$ cat src/rtl/key_repeat_pkg.sv
// Shared types and default timing for the per-key auto-repeat (DAS) stage.
package key_repeat_pkg;

  typedef enum logic [1:0] {
    KR_IDLE   = 2'd0,
    KR_DELAY  = 2'd1,
    KR_REPEAT = 2'd2
  } kr_state_e;

  localparam int unsigned KR_DAS_DELAY_CYCLES = 2500000;
  localparam int unsigned KR_RATE_CYCLES      = 625000;
  localparam int unsigned KR_ACCEL_AFTER      = 4;

endpackage

$ cat src/rtl/key_repeat.sv
// Turns debounced press/release pulses into move strobes with delayed auto-repeat.
// Optional repeat acceleration is enabled with `define KEY_REPEAT_ACCEL_EN.
module key_repeat
  import key_repeat_pkg::*;
#(
  parameter int unsigned DELAY_CYCLES = KR_DAS_DELAY_CYCLES,
  parameter int unsigned RATE_CYCLES  = KR_RATE_CYCLES,
  parameter int unsigned CNT_W        = 24,
  parameter int unsigned ACCEL_AFTER  = KR_ACCEL_AFTER
) (
  input  logic clk,
  input  logic rst_n,
  input  logic en,
  input  logic press_pulse,
  input  logic release_pulse,
  output logic move,
  output logic held
);

  localparam logic [CNT_W-1:0] DELAY_TC = CNT_W'(DELAY_CYCLES - 1);
  localparam logic [CNT_W-1:0] RATE_TC  = CNT_W'(RATE_CYCLES - 1);

`ifdef KEY_REPEAT_ACCEL_EN
  localparam int unsigned      FAST_CYCLES = ((RATE_CYCLES >> 1) < 2) ? 2 : (RATE_CYCLES >> 1);
  localparam logic [CNT_W-1:0] FAST_TC     = CNT_W'(FAST_CYCLES - 1);

  logic [3:0] rep_cnt_q, rep_cnt_d;
`endif

  kr_state_e        state_q, state_d;
  logic [CNT_W-1:0] cnt_q, cnt_d;
  logic             move_q, move_d;
  logic             held_q, held_d;
  logic [CNT_W-1:0] period_tc;

  always_comb begin
    period_tc = RATE_TC;
`ifdef KEY_REPEAT_ACCEL_EN
    if ({28'd0, rep_cnt_q} >= ACCEL_AFTER) period_tc = FAST_TC;
`endif

    state_d = state_q;
    cnt_d   = cnt_q;
    move_d  = 1'b0;

    if (!en) begin
      state_d = KR_IDLE;
      cnt_d   = '0;
    end else if (release_pulse) begin
      state_d = KR_IDLE;
      cnt_d   = '0;
    end else if (press_pulse) begin
      state_d = KR_DELAY;
      cnt_d   = '0;
      move_d  = 1'b1;
    end else begin
      case (state_q)
        KR_DELAY: begin
          if (cnt_q == DELAY_TC) begin
            state_d = KR_REPEAT;
            cnt_d   = '0;
            move_d  = 1'b1;
          end else begin
            cnt_d = cnt_q + 1'b1;
          end
        end
        KR_REPEAT: begin
          if (cnt_q == period_tc) begin
            cnt_d  = '0;
            move_d = 1'b1;
          end else begin
            cnt_d = cnt_q + 1'b1;
          end
        end
        default: begin
          state_d = KR_IDLE;
          cnt_d   = '0;
        end
      endcase
    end

    // Back-to-back strobes are only reachable by a press right after a terminal
    // count; the restart still happens, only the second strobe is dropped.
    move_d = move_d & ~move_q;
    held_d = (state_d != KR_IDLE);

`ifdef KEY_REPEAT_ACCEL_EN
    rep_cnt_d = rep_cnt_q;
    if (state_d != KR_REPEAT)
      rep_cnt_d = '0;
    else if (move_d && (rep_cnt_q != 4'hF))
      rep_cnt_d = rep_cnt_q + 4'd1;
`endif
  end

  always_ff @(posedge clk or negedge rst_n) begin
    if (!rst_n) begin
      state_q   <= KR_IDLE;
      cnt_q     <= '0;
      move_q    <= 1'b0;
      held_q    <= 1'b0;
`ifdef KEY_REPEAT_ACCEL_EN
      rep_cnt_q <= '0;
`endif
    end else begin
      state_q   <= state_d;
      cnt_q     <= cnt_d;
      move_q    <= move_d;
      held_q    <= held_d;
`ifdef KEY_REPEAT_ACCEL_EN
      rep_cnt_q <= rep_cnt_d;
`endif
    end
  end

  assign move = move_q;
  assign held = held_q;

endmodule
$ cat config.mk
export PLATFORM = sky130hd
export DESIGN_NAME = key_repeat
export DESIGN_NICKNAME = d
export VERILOG_FILES = /design/src/rtl/key_repeat_pkg.sv /design/src/rtl/key_repeat.sv
export SDC_FILE = /design/constraint.sdc
export NUM_CORES = 1
export LEC_CHECK = 0
export CAP_MARGIN = 20
export CORE_ASPECT_RATIO = 1.5
export CORE_MARGIN = 2
export CORE_UTILIZATION = 25
export CTS_CLUSTER_SIZE = 10
export DETAILED_ROUTE_END_ITERATION = 16
export GPL_TIMING_DRIVEN = 0
export HOLD_SLACK_MARGIN = 0.05
export SLEW_MARGIN = 20
export SYNTH_ARGS = -nofsm -noshare
export SYNTH_HDL_FRONTEND = slang
export SYNTH_SLANG_ARGS = --single-unit
$ cat constraint.sdc
create_clock -name clk -period 2.6 [get_ports clk]
set_input_delay 0.52 -clock clk [delete_from_list [all_inputs] [get_ports clk]]
set_output_delay 0.52 -clock clk [all_outputs]
set_load 0.02 [all_outputs]
### Yosys cells after proc, flatten, opt, wreduce, memory -nomap -nowiden

Index checks and enable logic that the tools add are counted.

* word-level logic and storage cells: 29
* memory bits (writable): 0
* output and inout bits: 2
* bits in read-only memories: 0
* memories: 0
* bits in latches: 0
* flip-flop bits (word level): 28

* reduce and logical (&&, ||, !) cells: 1
* eq/ne operators: 4
* $mul: 0
* multiplexer cells: 17
* add/subtract/negate cells: 1
* bitwise operators: 2
* div/mod/pow operators: 0
* shifts and indexed selects: 0
* magnitude comparators: 0

Operators with widths (number)
* 24-bit 2-to-1 mux: 5
* 24-bit one-hot mux with 2 select lines: 1
* 24-bit by 1-bit adder with 24-bit output, second input constant: 1
* 24-bit by 20-bit == test with 1-bit output, second input constant: 1
* 24-bit by 22-bit == test with 1-bit output, second input constant: 1
* 2-bit 2-to-1 mux: 4
* 1-bit 2-to-1 mux: 5
* 2-bit one-hot mux with 2 select lines: 1
* 2-bit by 1-bit == test with 1-bit output, second input constant: 1
* 2-bit == test, second input constant: 1
* 1-bit one-hot mux with 2 select lines: 1
* 2-bit nonzero test: 1
* 1-bit AND: 1
* 1-bit NOT: 1

### Depth between registers and ports, before layout

Gate-level depths: netlist of the first run.

* depth in word-level cells: 7
* mapped depth: 8
* depth with buffers taken out: 7

### Worst setup path after synthesis of the first run

Ideal clock, no wire load.

* path kind: flip-flop to flip-flop
* from: register state_q[0]
* to: register cnt_q[15]
* cell stages (with the launch flop): 9
* setup slack: 627 ps
* required time: 2531 ps
* arrival time: 1904 ps
* library setup time: 69 ps
* path buffers: 1
* cell sequence: dfrtp_1 inv_1 ha_1 nor4b_1 nand2_1 a21oi_2 a31oi_4 buf_8 nor2_2

* longest elaborated chain between the ends: 5
* elaborated cells on any way between the ends: 6
* those cells by class: eq/ne: 2; mux: 4

Ends and longest elaborated chain
* start, declared: line key_repeat.sv:30 `kr_state_e state_q, state_d;`
* start signal, assigned: line key_repeat.sv:106 `state_q <= state_d;`
* 2-bit == test or 2-bit by 1-bit == test with 1-bit output (tied branches): line key_repeat.sv:57 `case (state_q)`
* 24-bit one-hot mux with 2 select lines *: line key_repeat.sv:57
* 24-bit 2-to-1 mux *: line key_repeat.sv:52 `end else if (press_pulse) begin`
* 24-bit 2-to-1 mux *: line key_repeat.sv:49 `end else if (release_pulse) begin`
* 24-bit 2-to-1 mux *: line key_repeat.sv:46 `if (!en) begin`
* via cnt_d[15]: line key_repeat.sv:31 `logic [CNT_W-1:0] cnt_q, cnt_d;`
* end signal, assigned: line key_repeat.sv:107 `cnt_q <= cnt_d;`
* end, declared: line key_repeat.sv:31

Mark *: on every way through the listed nets, which the timed path passes. The rest lies on a longest branch.

### Worst setup path in the final report of the first run

* from: register state_q[0]
* to: register cnt_q[21]

Same word-level chain as after synthesis.

==> flow_summary.json, run 1 <==
{
  "cts_hold_buf": 0,
  "grt_busiest_layer": "met2",
  "timing.critical_path.max_delay_family": "simple AND/OR/NAND/NOR gates",
  "wire_per_inst_um": 12.60,
  "path_class": "flip-flop to flip-flop",
  "die_x_um": 68.12,
  "cts_resized": 0,
  "clkTransAtPathRegs_ns": 0.09,
  "yosysSeqAreaShare_pct": 45.45,
  "synthSimpleGateAreaFrac_pct": 31.17,
  "via_per_inst": 4.631,
  "pwr-share-seq_pct": 62.3,
  "grt_use_met3_pct": 0.6726,
  "start_util_pct": 25.51,
  "synth_top_cell_by_area": "dfrtp_1",
  "antenna_cells": 0,
  "async_flop_share_pct": 100.0,
  "grt_pass1_wl_um": 4988,
  "hold_path.class": "input pin to asynchronous set/reset pin",
  "slowest_stage": "nor4b_1",
  "multi_input_area_sq_um": 792.0,
  "end_kind": "flip-flop",
  "ir_worst_vdd_mv": 0.09637,
  "vias": 1079,
  "finalCritPeriodShare_pct": 85.41,
  "synth_xor_area_share_pct": 12.50,
  "clk_path_buf_depth": 2,
  "dr.pass1.iters": 4,
  "dominantRegCellSynth": "dfrtp_1",
  "pwr-share-clk_pct": 33.9,
  "slew_headroom_pct": 40.35,
  "path_buf_inv": 2,
  "setup-tns-final_ns": 0,
  "switching_share_pct": 21.47,
  "drive_above_1_share_pct": 14.47,
  "finalHoldViolCount": 0,
  "first_iter_violations": 22,
  "grtUsageMet2_pct": 17.03,
  "synth-compound-area-share_pct": 5.276,
  "rsz0062_at_grt": "no",
  "pwr-share-comb_pct": 3.7,
  "grt_antenna_before_repair": 0,
  "switching_power_mw": 0.1508,
  "post_cts_buffers": 0,
  "drt_wl_total_um": 2936,
  "cts_tree": "built",
  "synth_top_area_share_pct": 45.45,
  "cap_violations": 0,
  "ys_top_cells_by_area": "dfrtp_1 (45%), xor2_1 (6.8%), xnor2_1 (5.7%), nor2_1 (5.1%), nor2_2 (4.1%)",
  "met1_usage_pct": 11.12,
  "synth_top_family_by_area": "simple AND/OR/NAND/NOR gates",
  "ys_ff_latch": 28,
  "coreArea_sq_um": 6043,
  "yosysWarnings": 0,
  "grt_usage_pct": 9.673,
  "holdWs_ns": 0.2480,
  "slowest_delay_ns": 0.68,
  "portBuffers": 6,
  "intPower_mw": 0.5517,
  "clockRootBuffer": "clkbuf_8",
  "p_per_area_nw_per_um2": 406.0,
  "cts_made_buffers": 3,
  "clock-sinks": 28,
  "p_leak_nw": 0.6277,
  "synth-edff-count": 0,
  "ioPinCount": 7,
  "status": "complete, no violations",
  "die_h_um": 100.2,
  "final-setup-viol-count": 0,
  "insertion_delay_ns": 0.28,
  "fin_nets": 169,
  "worst_setup_path_start_kind": "flip-flop",
  "worstPathMaxFanout": 10,
  "num_rows": 35,
  "crit_required_ns": 2.82,
  "post-dp-hpwl_um": 2204,
  "n_fill_cell": 666,
  "ys_types": 33,
  "htree_levels": 1,
  "die_area_sq_um": 6823,
  "final-seq-area_sq_um": 700.7,
  "drv_slew": 0,
  "worst_slew_pin_slew_ns": 0.8865,
  "timing.fmax_mhz": 450.3,
  "finClkSkew_ns": 0.003556,
  "grt_overflow": 0,
  "grt_pass1_vias": 1047,
  "synthMuxAreaShare_pct": 0,
  "syn_area_per_cell_sq_um": 10.28,
  "crit_chain": "inv_1 > ha_1 > nor4b_1 > nand2_1 > a21oi_2 > a31oi_4 > buf_8 > nor2_2",
  "synth_area_sq_um": 1541,
  "syn-num-nets": 158,
  "grt_max_degree": 29,
  "drtAntennaViolNets": 0,
  "ys_top_cells_by_count": "dfrtp_1 (28), nor2_1 (21), xor2_1 (12), nand2_1 (11)",
  "area_growth_pct": 12.26,
  "min_period_ns": 2.221,
  "worst-endpoint-arrival_ns": 2.44,
  "drcViolationCount": 0,
  "gp_congestion": 0.7609,
  "synthCells": 150,
  "synthAdderAreaFrac_pct": 2.435,
  "yosysMostFrequentCell": "dfrtp_1"
}
## area by class of cell
type                            count  share of cell area, %
Buffer                              2                  1.518
Clock buffer                        3                  2.386
Inverter                            6                  1.302
Multi-Input combinational cell    114                  45.77
Sequential cell                    28                  40.49
Tap cell                           74                  5.351
Timing Repair Buffer                6                  3.181
## through the flow
step	total power, mW	utilization (%)	instances	instance area, sq um	setup slack, ns
floorplan	0.4548	-	150	1541	0.6274
global placement	0.4741	28.03	230	1694	0.1062
detailed placement	0.4737	27.95	230	1689	0.09955
CTS	0.7134	28.63	233	1730	0.3323
global route	0.7291	28.63	233	1730	0.1451
finish	0.7025	28.63	233	1730	0.3793
## worst paths after layout
check / slack [ns] / startpoint / cells past startpoint / to
worst max-delay path: 0.38 / state_q[0] / 8 / cnt_q[21]
worst min-delay path: 0.25 / rst_n / 1 / cnt_q[2]
worst max register to register: 0.38 / state_q[0] / 8 / cnt_q[21]
worst min register to register: 0.45 / move / 1 / move
max in group asynchronous: 1.94 / rst_n / 1 / cnt_q[23]
min in group clk: 0.45 / move / 1 / move
## flip-flops by register name (all words and copies together), names as in the netlist
| register | flops |
|---|---|
| cnt_q | 24 |
| move | 1 |
| held | 1 |
| state_q | 2 |
## power groups by stage
stage | clock network [mW] | registers, mW | logic (mW)
finish | 0.238 | 0.438 | 0.0263
global route | 0.261 | 0.438 | 0.0295
CTS | 0.248 | 0.438 | 0.0272
detailed placement | 0 | 0.447 | 0.0272
global placement | 0 | 0.447 | 0.0276
floorplan | 0 | 0.448 | 0.00670
## layout by cell type, fill, tap and decap left out, types with 3 or more instances in the layout
master,count
dfrtp_1,28
nor2_1,21
xor2_1,12
nand2_1,11
nor2_2,10
xnor2_1,10
nand3_1,8
inv_1,6
nand4_1,6
clkdlybuf4s50_1,5
and4_1,4
nor4bb_1,3
nor4_1,3
and3_1,3
ha_1,3
clkbuf_8,3
## cell families after synthesis
group,count (synthesis)
xor gates and xnor gates,22
DFF,28
AOI/OAI and AO/OA,9
buffers and inverters,8
and+or+nand+nor,80
adders and majority gates,3
## metal layers
layer	share of wire, %	wire length, um
met5	0	0
met4	2.9	85
met3	0.85	25
met2	55	1610
met1	41	1214
(Power assumes the default switching activity.)
==> inputs of run 2 (changes only) <==
- CTS_CLUSTER_SIZE: 10 -> 20
- SKIP_CTS_REPAIR_TIMING: unset -> 1
==> results of run 2 <==
Same layout as run 1: the final DEF is identical, and so are final timing and power.
